==> config.mk <==
export PLATFORM = sky130hd
export DESIGN_NAME = note_sequencer
export DESIGN_NICKNAME = d
export VERILOG_FILES = /design/src/rtl/note_sequencer.sv
export SDC_FILE = /design/constraint.sdc
export NUM_CORES = 1
export LEC_CHECK = 0
export CORE_MARGIN = 2
export CORE_UTILIZATION = 48
export CTS_BUF_LIST = sky130_fd_sc_hd__clkbuf_4 sky130_fd_sc_hd__clkbuf_8 sky130_fd_sc_hd__clkbuf_16
export CTS_CLUSTER_SIZE = 20
export DETAILED_ROUTE_END_ITERATION = 16
export GPL_TIMING_DRIVEN = 0
export MAX_ROUTING_LAYER = met4
export PLACE_DENSITY = 0.67
export SKIP_LAST_GASP = 1
export SYNTH_ARGS = -nofsm -noshare
export SYNTH_HDL_FRONTEND = slang
export SYNTH_SLANG_ARGS = --single-unit
==> constraint.sdc <==
create_clock -name clk -period 5.3 [get_ports clk]
set_input_delay 1.325 -clock clk [delete_from_list [all_inputs] [get_ports clk]]
set_output_delay 1.325 -clock clk [all_outputs]
set_load 0.01 [all_outputs]
==> src/rtl/note_sequencer.sv <==
// Melody player: steps a fixed 16-entry note ROM and times each note and its gap from a 1 ms tick.
// Latency: a play/stop edge or a note boundary reaches the outputs 1 cycle later, because all outputs are registered.
// Backpressure: none; play and stop are edge events, and loop is a level sampled only when the song advances.
module note_sequencer #(
  parameter int TICK_DIV = 100000,
  parameter int UNIT_MS  = 50,
  parameter int GAP_MS   = 10,
  parameter int SONG_LEN = 16
) (
  input  logic        clk,
  input  logic        rst_n,
  input  logic        play,
  input  logic        stop,
  input  logic        loop,
  output logic [11:0] freq,
  output logic        tone_en,
  output logic        busy,
  output logic [3:0]  note_idx
);

  localparam int PW     = (TICK_DIV > 1) ? $clog2(TICK_DIV) : 1;
  localparam int MS_MAX = (15 * UNIT_MS > GAP_MS) ? 15 * UNIT_MS : GAP_MS;
  localparam int MW     = $clog2(MS_MAX + 1);

  localparam logic [PW-1:0] PRESC_TC = PW'(TICK_DIV - 1);
  localparam logic [3:0]    LAST_IDX = 4'(SONG_LEN - 1);

  typedef enum logic [1:0] {
    IDLE = 2'd0,
    NOTE = 2'd1,
    GAP  = 2'd2
  } state_t;

  typedef enum logic [1:0] {
    ACT_RUN   = 2'd0,
    ACT_CLEAR = 2'd1,
    ACT_LOAD  = 2'd2,
    ACT_GAP   = 2'd3
  } act_t;

  state_t          state;
  state_t          state_nxt;
  act_t            act;
  logic [3:0]      load_idx;
  logic [7:0]      load_entry;
  logic [7:0]      next_entry;
  logic [3:0]      next_idx;

  logic            play_q;
  logic            stop_q;
  logic            play_rise;
  logic            stop_rise;

  logic [PW-1:0]   presc;
  logic [MW-1:0]   ms_cnt;
  logic            tick;
  logic            ms_done;
  logic            song_end;

  logic [PW-1:0]   presc_nxt;
  logic [MW-1:0]   ms_nxt;
  logic [11:0]     freq_nxt;
  logic            tone_nxt;
  logic [3:0]      idx_nxt;

  // Each entry is {code, dur}; dur 0 marks the end of the song.
  function automatic logic [7:0] rom_byte(input logic [3:0] idx);
    logic [7:0] b;
    case (idx)
      4'd0:    b = 8'h02;
      4'd1:    b = 8'h22;
      4'd2:    b = 8'h42;
      4'd3:    b = 8'h52;
      4'd4:    b = 8'h74;
      4'd5:    b = 8'h92;
      4'd6:    b = 8'hB2;
      4'd7:    b = 8'hF2;
      4'd8:    b = 8'hB2;
      4'd9:    b = 8'h92;
      4'd10:   b = 8'h74;
      4'd11:   b = 8'h42;
      4'd12:   b = 8'h08;
      default: b = 8'h00;
    endcase
    return b;
  endfunction

  // Codes 12..15 are all silent rests.
  function automatic logic [11:0] code_freq(input logic [3:0] code);
    logic [11:0] f;
    case (code)
      4'd0:    f = 12'd261;
      4'd1:    f = 12'd277;
      4'd2:    f = 12'd293;
      4'd3:    f = 12'd311;
      4'd4:    f = 12'd330;
      4'd5:    f = 12'd349;
      4'd6:    f = 12'd370;
      4'd7:    f = 12'd392;
      4'd8:    f = 12'd415;
      4'd9:    f = 12'd440;
      4'd10:   f = 12'd466;
      4'd11:   f = 12'd494;
      default: f = 12'd0;
    endcase
    return f;
  endfunction

  assign play_rise  = play & ~play_q;
  assign stop_rise  = stop & ~stop_q;
  assign tick       = (presc == PRESC_TC);
  assign ms_done    = tick && (ms_cnt == MW'(1));
  assign next_idx   = note_idx + 4'd1;
  assign next_entry = rom_byte(next_idx);
  assign song_end   = (note_idx == LAST_IDX) || (next_entry[3:0] == 4'd0);
  assign busy       = (state != IDLE);

  always_ff @(posedge clk) begin
    if (!rst_n) begin
      state  <= IDLE;
      play_q <= 1'b0;
      stop_q <= 1'b0;
    end else begin
      state  <= state_nxt;
      play_q <= play;
      stop_q <= stop;
    end
  end

  // Stop beats play; play beats the normal timing path; a load of a dur-0 entry collapses to IDLE.
  always_comb begin
    state_nxt  = state;
    act        = ACT_RUN;
    load_idx   = 4'd0;
    load_entry = 8'h00;
    if (stop_rise) begin
      state_nxt = IDLE;
      act       = ACT_CLEAR;
    end else if (play_rise) begin
      act      = ACT_LOAD;
      load_idx = 4'd0;
    end else if (state != IDLE && ms_done) begin
      if (state == NOTE && GAP_MS > 0) begin
        state_nxt = GAP;
        act       = ACT_GAP;
      end else if (song_end) begin
        if (loop) begin
          act      = ACT_LOAD;
          load_idx = 4'd0;
        end else begin
          state_nxt = IDLE;
          act       = ACT_CLEAR;
        end
      end else begin
        act      = ACT_LOAD;
        load_idx = next_idx;
      end
    end
    if (act == ACT_LOAD) begin
      load_entry = rom_byte(load_idx);
      if (load_entry[3:0] == 4'd0) begin
        state_nxt = IDLE;
        act       = ACT_CLEAR;
      end else begin
        state_nxt = NOTE;
      end
    end
  end

  always_comb begin
    presc_nxt = presc;
    ms_nxt    = ms_cnt;
    freq_nxt  = freq;
    tone_nxt  = tone_en;
    idx_nxt   = note_idx;
    case (act)
      ACT_CLEAR: begin
        presc_nxt = '0;
        ms_nxt    = '0;
        freq_nxt  = 12'd0;
        tone_nxt  = 1'b0;
        idx_nxt   = 4'd0;
      end
      ACT_LOAD: begin
        presc_nxt = '0;
        ms_nxt    = MW'(int'(load_entry[3:0]) * UNIT_MS);
        freq_nxt  = code_freq(load_entry[7:4]);
        tone_nxt  = (load_entry[7:4] < 4'd12);
        idx_nxt   = load_idx;
      end
      ACT_GAP: begin
        presc_nxt = '0;
        ms_nxt    = MW'(GAP_MS);
        freq_nxt  = 12'd0;
        tone_nxt  = 1'b0;
      end
      default: begin
        if (state != IDLE) begin
          presc_nxt = tick ? '0 : presc + PW'(1);
          ms_nxt    = tick ? ms_cnt - MW'(1) : ms_cnt;
        end else begin
          presc_nxt = '0;
          ms_nxt    = '0;
        end
      end
    endcase
  end

  always_ff @(posedge clk) begin
    if (!rst_n) begin
      presc    <= '0;
      ms_cnt   <= '0;
      freq     <= 12'd0;
      tone_en  <= 1'b0;
      note_idx <= 4'd0;
    end else begin
      presc    <= presc_nxt;
      ms_cnt   <= ms_nxt;
      freq     <= freq_nxt;
      tone_en  <= tone_nxt;
      note_idx <= idx_nxt;
    end
  end

endmodule
==> results of run 1 <==
final timing paths:
kind / from / to / slack [ns] / depth (start not counted)
worst max-delay path: stop / freq[4]$_SDFFE_PN0P_ / 0.34 / 18
worst min-delay path: freq[7]$_SDFFE_PN0P_ / freq[7]$_SDFFE_PN0P_ / 0.46 / 2
worst max register to register: ms_cnt[0]$_SDFFE_PN0P_ / freq[4]$_SDFFE_PN0P_ / 0.51 / 18
worst min register to register: freq[7]$_SDFFE_PN0P_ / freq[7]$_SDFFE_PN0P_ / 0.46 / 2
routing by layer:
metal	part of all wire, %	global-route usage (%)	up-vias
li1	-	-	1458
met1	43	29.50	1399
met2	48	39.20	114
met3	6.4	4.055	17
met4	2.8	7.918	0
met5	0	-	-
worst max-delay path, stage by stage:
cell and delay (ns):
clkdlybuf4s50_1 0.45, nand2b_1 0.16, nand4_1 0.18, nor3_2 0.20, clkbuf_4 0.26, nand2_1 0.13, inv_1 0.13, ha_1 0.21
nand3b_1 0.12, o21ai_1 0.10, a31oi_1 0.33, o21ai_0 0.26, ha_1 0.32, nor3_2 0.28, nand2_1 0.23, nor4_4 0.24
o21ai_0 0.15, o211ai_1 0.11
flip-flops by register name, indices dropped and copies added, names as in the netlist:
name,cells
presc,17
ms_cnt,10
freq,9
note_idx,4
state,2
play_q,1
stop_q,1
metrics by stage:
stage	instances	util, %	worst slack [ns]	total power (uW)
6_report	494	56.41	0.3392	711.0
5_1_grt	494	56.41	0.03664	742.0
4_1_cts	490	55.55	0.002493	713.1
3_5_place_dp	481	53.48	-0.7496	443.6
3_3_place_gp	481	53.48	-0.6966	442.4
2_1_floorplan	385	-	0.8056	414.1
what timing repair did:
action | CTS | global route
pin swaps | 1 | 1
setup buffers | 1 | 4
gates resized for setup | 1 | 9
endpoints found under the setup margin | 33 | 34
kinds of logic (layout without fill, tap and decap cells):
| logic type | after synthesis | count (layout) |
|---|---|---|
| AOI/OAI and AO/OA | 86 | 86 |
| buffers and inverters | 34 | 66 |
| adders and majority gates | 24 | 24 |
| muxes | 2 | 2 |
| xor gates and xnor gates | 21 | 21 |
| other | 1 | 3 |
| and+or+nand+nor | 171 | 171 |
| DFF | 44 | 44 |
power breakdown:
group / total [uW] / internal (uW) / leakage, uW / switching, uW
clock network: 270 / 142 / 0.0000583 / 128
registers: 345 / 338 / 0.000357 / 6.64
logic: 96.2 / 41.4 / 0.000855 / 54.8
total: 711 / 522 / 0.00127 / 189
synth_stat cells, drive strengths merged (3+ instances only):
| master | count | share of area (%) |
|---|---|---|
| nand2 | 36 | 4.4 |
| nor3 | 10 | 2.0 |
| inv | 16 | 2.0 |
| a2111oi | 3 | 0.90 |
| o22ai | 5 | 1.0 |
| and3 | 4 | 0.82 |
| o31ai | 6 | 1.5 |
| xor2 | 5 | 1.4 |
| a31oi | 9 | 1.8 |
| nand4 | 6 | 1.2 |
| a211o | 4 | 1.1 |
| nor2b | 4 | 0.82 |
| clkbuf | 11 | 1.7 |
| nand4b | 6 | 1.7 |
| o21ai | 12 | 2.0 |
| o211ai | 6 | 1.6 |
| a21oi | 19 | 3.2 |
| o21a | 3 | 0.74 |
| nand3b | 3 | 0.74 |
| and2 | 7 | 1.4 |
| dfxtp | 44 | 29 |
| a211oi | 3 | 0.74 |
| nand3 | 18 | 2.9 |
| nand2b | 6 | 1.2 |
| or4 | 7 | 2.1 |
| xnor2 | 16 | 4.6 |
| nor4 | 4 | 0.82 |
| buf | 7 | 1.6 |
| ha | 24 | 9.8 |
| and4 | 4 | 1.1 |
| nor2 | 46 | 5.6 |
layout by cell type, fill, tap and decap left out, types with 16 or more instances in the layout:
cell type / Yosys / routed
nor2_1: 46 / 46
dfxtp_1: 44 / 44
nand2_1: 36 / 36
ha_1: 24 / 24
clkdlybuf4s50_1: 0 / 19
a21oi_1: 18 / 18
nand3_1: 18 / 18
inv_1: 16 / 16
xnor2_1: 16 / 16
final cells by class:
class / instances / area share [%]
clock inverters: 3 / 1.343
plain buffers: 18 / 3.004
multi-input cells: 307 / 57.99
well taps: 77 / 2.721
repair buffers: 24 / 6.431
flip-flops and latches: 44 / 24.88
clock buffers: 5 / 1.943
inverters: 16 / 1.696
==> results.py, run 1 <==
metrics = {
    "detailed_routing": {
        "drt-pass1-iter-count": 5,
        "wl_per_cell_um": 15.99,
        "num_vias": 2988,
        "drt_wl_total_mm": 7.897,
        "viasPerCell": 6.049,
        "drtIter0Drc": 189,
        "ant_nets": 0,
        "post-route-drc-count": 0,
    },
    "synth": {
        "synth_warnings": 0,
        "synth-simple-area-share_pct": 29.82,
        "synth_top_family_by_area": "simple AND/OR/NAND/NOR gates",
        "async_reset_ff_share_pct": 0,
        "synth_xor_area_share_pct": 6.005,
        "yosys.area_share.adder_pct": 9.804,
        "mappedNetlistArea_um2": 3063,
        "synth.distinct_cells": 64,
        "ys_seq_elements": 44,
        "synthCells": 383,
        "synth_area_per_cell_um2": 7.997,
        "synth_edf_count": 0,
        "synth_compound_area_share_pct": 19.53,
        "synth.area.mux_share_pct": 0.6944,
        "ys_seq_area_share_pct": 28.76,
        "ys.flop_type": "dfxtp_1",
    },
    "grt": {
        "antenna_found_initial": 0,
        "overflow": 0,
        "gr-usage-all-layers_pct": 23.75,
        "grt_pass1_vias": 2793,
        "grt_pass1_wl_mm": 13.46,
        "grt_max_degree": 16,
    },
    "layout": {
        "n_antenna_cell": 0,
        "fillers": 595,
        "fin_nets": 445,
        "seq_area_um2": 880.8,
        "multi_input_area_um2": 2053,
        "drive_above_1_share_pct": 8.873,
        "syn2layout_area_growth_pct": 15.60,
        "design_area_um2": 3541,
    },
    "clock_tree": {
        "cts_max_level": 2,
        "clk_latency_ns": 0.31,
        "clock-sinks": 44,
        "ctsHoldBuffers": 0,
        "cts_tree": "done",
        "path_clk_slew_ns": 0.08,
        "cts_root_buffer": "clkbuf_8",
        "cts_made_buffers": 5,
        "clockBufferDepth": 2,
    },
    "placed_design": {
        "dp_hpwl_mm": 5.798,
        "port_buffers": 19,
        "gp_congestion": 0.9103,
        "place_area_um2": 3357,
    },
    "floorplanning": {
        "die_h_um": 83.88,
        "start_util_pct": 48.79,
        "die_w_um": 83.88,
        "coreArea_um2": 6277,
        "die_area_um2": 7036,
        "ios": 23,
        "rows": 29,
    },
    "timing": {
        "totalNegativeSetupSlack_ns": 0,
        "post-route-period-util_pct": 93.60,
        "grt_setup_unrepaired": "no",
        "hold_viol_final": 0,
        "fin_crit_ns": 4.961,
        "worst_pin_slew_ns": 0.7812,
        "max-slew-margin-rel_pct": 47.68,
        "slew_violations": 0,
        "fin_skew_ns": 0.01530,
        "finalSetupViolations": 0,
        "fmax_mhz": 201.6,
        "fin_hold_ws_ns": 0.4608,
    },
    "worst_setup_path": {
        "required_ns": 5.52,
        "cp.arrival_ns": 5.18,
        "cp_max_fo": 10,
        "critPathKind": "in2reg",
        "end_kind": "register",
        "start_kind": "primary input",
    },
    "power_and_ir_drop": {
        "power_density_nw_per_um2": 200.8,
        "p_leak_uw": 0.001270,
        "vdd_drop_max_uv": 136.1,
    },
    "hold_path": {
        "timing.hold.worst.class": "reg2reg",
    },
    "run_status": {
        "outcome": "finished, final reports clean",
    },
    "job": {
        "max_cap_violations": 0,
    },
}
No activity file was read; power rests on OpenSTA's default activity.
==> inputs of run 2 (changes only) <==
==> config.mk (replaced) <==
export PLATFORM = sky130hd
export DESIGN_NAME = note_sequencer
export DESIGN_NICKNAME = d
export VERILOG_FILES = /design/src/rtl/note_sequencer.sv
export SDC_FILE = /design/constraint.sdc
export NUM_CORES = 1
export LEC_CHECK = 0
export ABC_CLOCK_PERIOD_IN_PS = 5300
export CELL_PAD_IN_SITES_DETAIL_PLACEMENT = 1
export CELL_PAD_IN_SITES_GLOBAL_PLACEMENT = 1
export CORE_MARGIN = 2
export CORE_UTILIZATION = 44
export CTS_CLUSTER_SIZE = 20
export DETAILED_ROUTE_END_ITERATION = 16
export GPL_TIMING_DRIVEN = 0
export MAX_ROUTING_LAYER = met4
export PLACE_DENSITY_LB_ADDON = 0.1
export SKIP_LAST_GASP = 1
export SYNTH_ARGS = -nofsm -noshare
export SYNTH_HDL_FRONTEND = slang
export SYNTH_SLANG_ARGS = --single-unit
==> run 2 against run 1 <==
Net effect: maximum frequency is 0.19% higher; via count down 1.7%; largest power group unchanged; critical path depth is 1 lower; combinational power is 2.2% higher; clock-buffer cell count unchanged; worst hold slack better by 0.0015 ns; global-route usage rose by 1.8 points; clock power decreased by 2%; highest routed layer unchanged; register-to-register slack about the same; critical endpoint is now ms_cnt[1]$_SDFFE_PN0P_; die area rose by 8.7%; sequential power hardly changed.
==> results.py, run 2 (synthesis gave the netlist of run 1 again) <==
metrics = {
    "worst_setup_path": {
        "r2r-start": "ms_cnt[1]$_SDFFE_PN0P_",
        "critPathKind": "in2reg",
        "end_kind": "register",
        "r2r_cells": 18,
        "slowest_delay_ns": 0.46,
        "worstPathCellList": "clkdlybuf4s50_1 > nand2b_1 > nand4_1 > nor3_2 > clkbuf_4 > nand2_1 > ha_1 > clkbuf_2 > o21ai_2 > a31oi_2 > and2_1 > ha_1 > nor3_2 > and3_1 > clkbuf_2 > nor2_1 > a211oi_1",
        "start_kind": "primary input",
        "rrSetupSlack_ns": 0.50,
        "cp.arrival_ns": 5.17,
        "rr_endpoint": "ms_cnt[1]$_SDFFE_PN0P_",
        "cp_max_fo": 10,
        "required_ns": 5.51,
        "slowest_stage": "clkdlybuf4s50_1",
    },
    "timing": {
        "setup_ws_ns": 0.3488,
        "worst_pin_slew_ns": 0.8102,
        "fin_crit_ns": 4.951,
        "slew_violations": 0,
        "fin_skew_ns": 0.01030,
        "hold_viol_final": 0,
        "post-route-period-util_pct": 93.42,
        "fin_hold_ws_ns": 0.4623,
        "finalSetupViolations": 0,
        "grt_setup_unrepaired": "no",
        "fmax_mhz": 202.0,
        "max-slew-margin-rel_pct": 45.60,
    },
    "clock_tree": {
        "clock-sinks": 44,
        "path_clk_slew_ns": 0.09,
        "cts_max_level": 2,
        "clk_latency_ns": 0.30,
        "cts_root_buffer": "clkbuf_8",
        "cts_tree": "done",
        "ctsHoldBuffers": 0,
        "clockBufferDepth": 2,
        "cts_made_buffers": 5,
    },
    "layout": {
        "fillers": 836,
        "fin_nets": 442,
        "n_antenna_cell": 0,
        "regMostFlops": "presc",
        "fin_util_pct": 52.44,
        "layout_commonest_cell": "nor2_1",
        "layout_common_cells": "nor2_1, dfxtp_1, nand2_1",
        "syn2layout_area_growth_pct": 15.69,
        "reg.largest.list": "presc: 17 flops, ms_cnt: 10 flops, freq: 9 flops",
        "largest_reg_flops": 17,
        "design_area_um2": 3543,
        "drive_above_1_share_pct": 9.420,
    },
    "hold_path": {
        "min_from": "freq[7]$_SDFFE_PN0P_",
        "timing.hold.worst.class": "reg2reg",
        "whs_path_depth": 2,
        "holdPathEnd": "freq[7]$_SDFFE_PN0P_",
    },
    "floorplanning": {
        "ios": 23,
        "die_h_um": 87.44,
        "start_util_pct": 45.33,
        "rows": 30,
        "die_area_um2": 7645,
        "coreArea_um2": 6756,
        "die_w_um": 87.44,
    },
    "detailed_routing": {
        "wl_per_cell_um": 17.91,
        "ant_nets": 0,
        "drt_wl_total_mm": 8.850,
        "viasPerCell": 5.943,
        "drt-pass1-iter-count": 4,
        "drtIter0Drc": 143,
        "post-route-drc-count": 0,
        "num_vias": 2936,
    },
    "grt": {
        "antenna_found_initial": 0,
        "gr-usage-all-layers_pct": 25.50,
        "grt_pass1_vias": 3010,
        "grt_max_degree": 16,
        "overflow": 0,
        "grt_pass1_wl_mm": 14.98,
    },
    "job": {
        "max_cap_violations": 0,
    },
    "placed_design": {
        "dpl_worst_slack_ns": -0.8396,
        "dp_hpwl_mm": 6.808,
        "place_area_um2": 3361,
        "gp_congestion": 0.9136,
        "port_buffers": 19,
    },
    "run_status": {
        "outcome": "finished, final reports clean",
    },
    "power_and_ir_drop": {
        "p_leak_uw": 0.001259,
        "vdd_drop_max_uv": 90.49,
        "power_density_nw_per_um2": 200.0,
    },
}
[run 2: where the power goes]
| part | leakage (uW) | switching [uW] | internal (uW) |
|---|---|---|---|
| Combinational | 0.000848 | 56.9 | 41.4 |
| Sequential | 0.000357 | 6.85 | 338 |
| Clock | 0.0000548 | 123 | 142 |
| Total | 0.00126 | 187 | 522 |
[run 2: routing by layer]
metal / vias to the layer above / GRT usage (%) / part of all wire, %
li1: 1450 / - / -
met2: 58 / 41.74 / 49
met5: - / - / 0
met4: 0 / 6.713 / 0.98
met1: 1417 / 32.89 / 47
met3: 11 / 3.791 / 3.2
[run 2: cell type report]
type                    count  area (um^2)  share of cell area [%]
multi-input cells         307         2076                   58.58
flip-flops and latches     44        880.8                   24.86
repair buffers             21        205.2                   5.791
plain buffers              18        106.4                   3.001
well taps                  80        100.1                   2.825
clock buffers               5        68.82                   1.942
inverters                  16        60.06                   1.695
clock inverters             3        46.29                   1.306
[run 2: how the worst max path moves through the flow]
stage / slack [ns] / cells after the start / end / startpoint
finish: 0.35 / 17 / ms_cnt[1]$_SDFFE_PN0P_ / stop
global route: 0.06 / 17 / ms_cnt[7]$_SDFFE_PN0P_ / stop
CTS: 0.04 / 17 / freq[4]$_SDFFE_PN0P_ / stop
detailed placement: -0.84 / 17 / freq[4]$_SDFFE_PN0P_ / stop
global placement: -0.74 / 17 / freq[4]$_SDFFE_PN0P_ / stop
floorplan: 0.81 / 16 / ms_cnt[5]$_SDFFE_PN0P_ / stop
[run 2: critical path: cells and delay by family]
kind	cells	cell delay, ns
and+or+nand+nor	8	1.55
AOI/OAI and AO/OA	3	0.56
adders and majority gates	2	0.58
buffers and inverters	4	1.17
[run 2: per-stage QoR]
stage	std cells	setup TNS, ns	total power, uW
finish	494	0	708.7
global route	494	0	749.1
CTS	494	0	718.6
detailed placement	484	-24.11	445.9
global placement	484	-18.61	443.1
floorplan	385	0	414.1
[run 2: repair_timing]
action / 4_1_cts / 5_1_grt
hold endpoints to repair: 0 / 0
gates resized for setup: 5 / 9
setup endpoints to repair: 35 / 36
pin swaps: 2 / 0
setup buffers: 2 / 0
==> inputs of run 3 (changes only) <==
--- a/config.mk
+++ b/config.mk
@@ -15,6 +15,7 @@
 export GPL_TIMING_DRIVEN = 0
 export MAX_ROUTING_LAYER = met4
 export PLACE_DENSITY_LB_ADDON = 0.1
+export REMOVE_ABC_BUFFERS = 1
 export SKIP_LAST_GASP = 1
 export SYNTH_ARGS = -nofsm -noshare
 export SYNTH_HDL_FRONTEND = slang
==> run 3 against run 2 <==
Net effect: die area unchanged; register-to-register slack better by 0.05 ns; clock-buffer cell count unchanged; critical path type unchanged; setup slack better by 0.055 ns; sequential power about the same; final area down 3.7%; critical path depth down 3; worst hold slack better by 0.013 ns; clock power down 7%; global-route usage down 1.0 points; sequential share of layout area up 0.97 points.
==> results.py, run 3 (synthesis gave the netlist of run 1 again) <==
metrics = {
    "run_status": {
        "outcome": "finished, final reports clean",
    },
    "hold_path": {
        "timing.hold.worst.class": "reg2reg",
    },
    "layout": {
        "largest_reg_flops": 17,
        "layout_common_cells": "nor2_1, dfxtp_1, nand2_1",
        "syn2layout_area_growth_pct": 11.36,
        "layout_commonest_cell": "nor2_1",
        "regMostFlops": "presc",
        "design_area_um2": 3411,
        "fin_nets": 426,
        "fillers": 824,
        "multi_input_area_um2": 2051,
        "fin_util_pct": 50.48,
        "seq_area_um2": 880.8,
        "drive_above_1_share_pct": 6.313,
        "n_antenna_cell": 0,
        "reg.largest.list": "presc: 17 flops, ms_cnt: 10 flops, freq: 9 flops",
    },
    "placed_design": {
        "dpl_worst_slack_ns": -1.238,
        "port_buffers": 19,
        "place_area_um2": 3259,
        "gp_congestion": 0.8876,
        "dp_hpwl_mm": 6.366,
    },
    "grt": {
        "antenna_found_initial": 0,
        "grt_pass1_vias": 2830,
        "grt_max_degree": 18,
        "met3_usage_pct": 3.507,
        "grtUsageMet1_pct": 32.10,
        "grt_pass1_wl_mm": 14.31,
        "grt_busiest_layer": "met2",
        "overflow": 0,
        "gr-usage-all-layers_pct": 24.46,
        "grt_use_met2_pct": 40.15,
    },
    "timing": {
        "fin_skew_ns": 0.01100,
        "setup_ws_ns": 0.4042,
        "fin_hold_ws_ns": 0.4754,
        "grt_setup_unrepaired": "no",
        "worst_pin_slew_ns": 1.127,
        "max-slew-margin-rel_pct": 24.62,
        "finalSetupViolations": 0,
        "post-route-period-util_pct": 92.37,
        "fmax_mhz": 204.3,
        "fin_crit_ns": 4.896,
        "hold_viol_final": 0,
        "slew_violations": 0,
    },
    "clock_tree": {
        "cts_tree": "done",
        "clk_latency_ns": 0.29,
        "cts_made_buffers": 5,
        "clock-sinks": 44,
        "path_clk_slew_ns": 0.09,
        "clockBufferDepth": 2,
        "cts_max_level": 2,
        "cts_root_buffer": "clkbuf_8",
    },
    "power_and_ir_drop": {
        "power_density_nw_per_um2": 200.8,
        "p_leak_uw": 0.001203,
        "finalPower_uw": 684.8,
        "vdd_drop_max_uv": 122.3,
    },
    "floorplanning": {
        "die_h_um": 87.44,
        "start_util_pct": 45.33,
        "coreArea_um2": 6756,
        "die_area_um2": 7645,
        "ios": 23,
        "die_w_um": 87.44,
        "rows": 30,
    },
    "detailed_routing": {
        "wl_per_cell_um": 17.93,
        "drt_wl_total_mm": 8.536,
        "viasPerCell": 5.956,
        "post-route-drc-count": 0,
        "drt-pass1-iter-count": 4,
        "ant_nets": 0,
        "drtIter0Drc": 117,
        "num_vias": 2835,
    },
    "worst_setup_path": {
        "slowest_delay_ns": 0.45,
        "slowest_stage": "and3_1",
        "critPathTopFamily": "simple AND/OR/NAND/NOR gates",
        "worstPathCellList": "clkdlybuf4s50_1 > nand2b_1 > nand4_1 > nor3_4 > nand2_1 > ha_1 > o21ai_0 > a31oi_1 > and2_1 > ha_1 > nor3_1 > and3_1 > o21ai_0 > a31oi_1",
        "critPathKind": "in2reg",
        "cp.arrival_ns": 5.11,
        "end_kind": "register",
        "start_kind": "primary input",
        "cp_max_fo": 12,
        "path_buf_inv": 1,
        "required_ns": 5.51,
    },
    "job": {
        "max_cap_violations": 0,
    },
}
[run 3: area by class of cell]
type	count	area share (%)
multi-input cells	307	60.12
flip-flops and latches	44	25.83
repair buffers	23	6.456
well taps	80	2.935
clock buffers	5	2.018
inverters	16	1.761
clock inverters	1	0.8804
[run 3: path summary, 6_finish.rpt]
path / start / depth (start not counted) / slack (ns) / to
worst max-delay path: stop / 14 / 0.40 / ms_cnt[5]$_SDFFE_PN0P_
worst min-delay path: freq[7]$_SDFFE_PN0P_ / 2 / 0.48 / freq[7]$_SDFFE_PN0P_
worst min register to register: freq[7]$_SDFFE_PN0P_ / 2 / 0.48 / freq[7]$_SDFFE_PN0P_
worst max register to register: ms_cnt[1]$_SDFFE_PN0P_ / 15 / 0.55 / ms_cnt[5]$_SDFFE_PN0P_
[run 3: power by group]
part	switching, uW	internal (uW)	total [uW]
clock network	112	135	247
logic	54.7	37.7	92.4
registers	6.98	338	345
total	173	511	685
[run 3: metrics by stage]
| step | setup TNS [ns] | instances |
|---|---|---|
| global placement | -38.38 | 466 |
| CTS | 0 | 475 |
| floorplan | 0 | 367 |
| global route | 0 | 476 |
| finish | 0 | 476 |
| detailed placement | -39.86 | 466 |
[run 3: per-layer routing]
layer	part of all wire, %	routed length [um]
met1	49	4162
met2	48	4105
met3	2.3	194
met4	0.86	73
met5	0	0
[run 3: timing repair]
item                                    in CTS  in global routing
gates resized for setup                      2                  3
pin swaps                                    2                  1
endpoints found under the setup margin      40                  8
hold buffers                                 0                  0
buffers inserted                             3                  1
[run 3: worst min-delay path, stage by stage (launching register included)]
cell     delay (ns)
dfxtp_1        0.32
nand2_1        0.05
o31ai_1        0.06
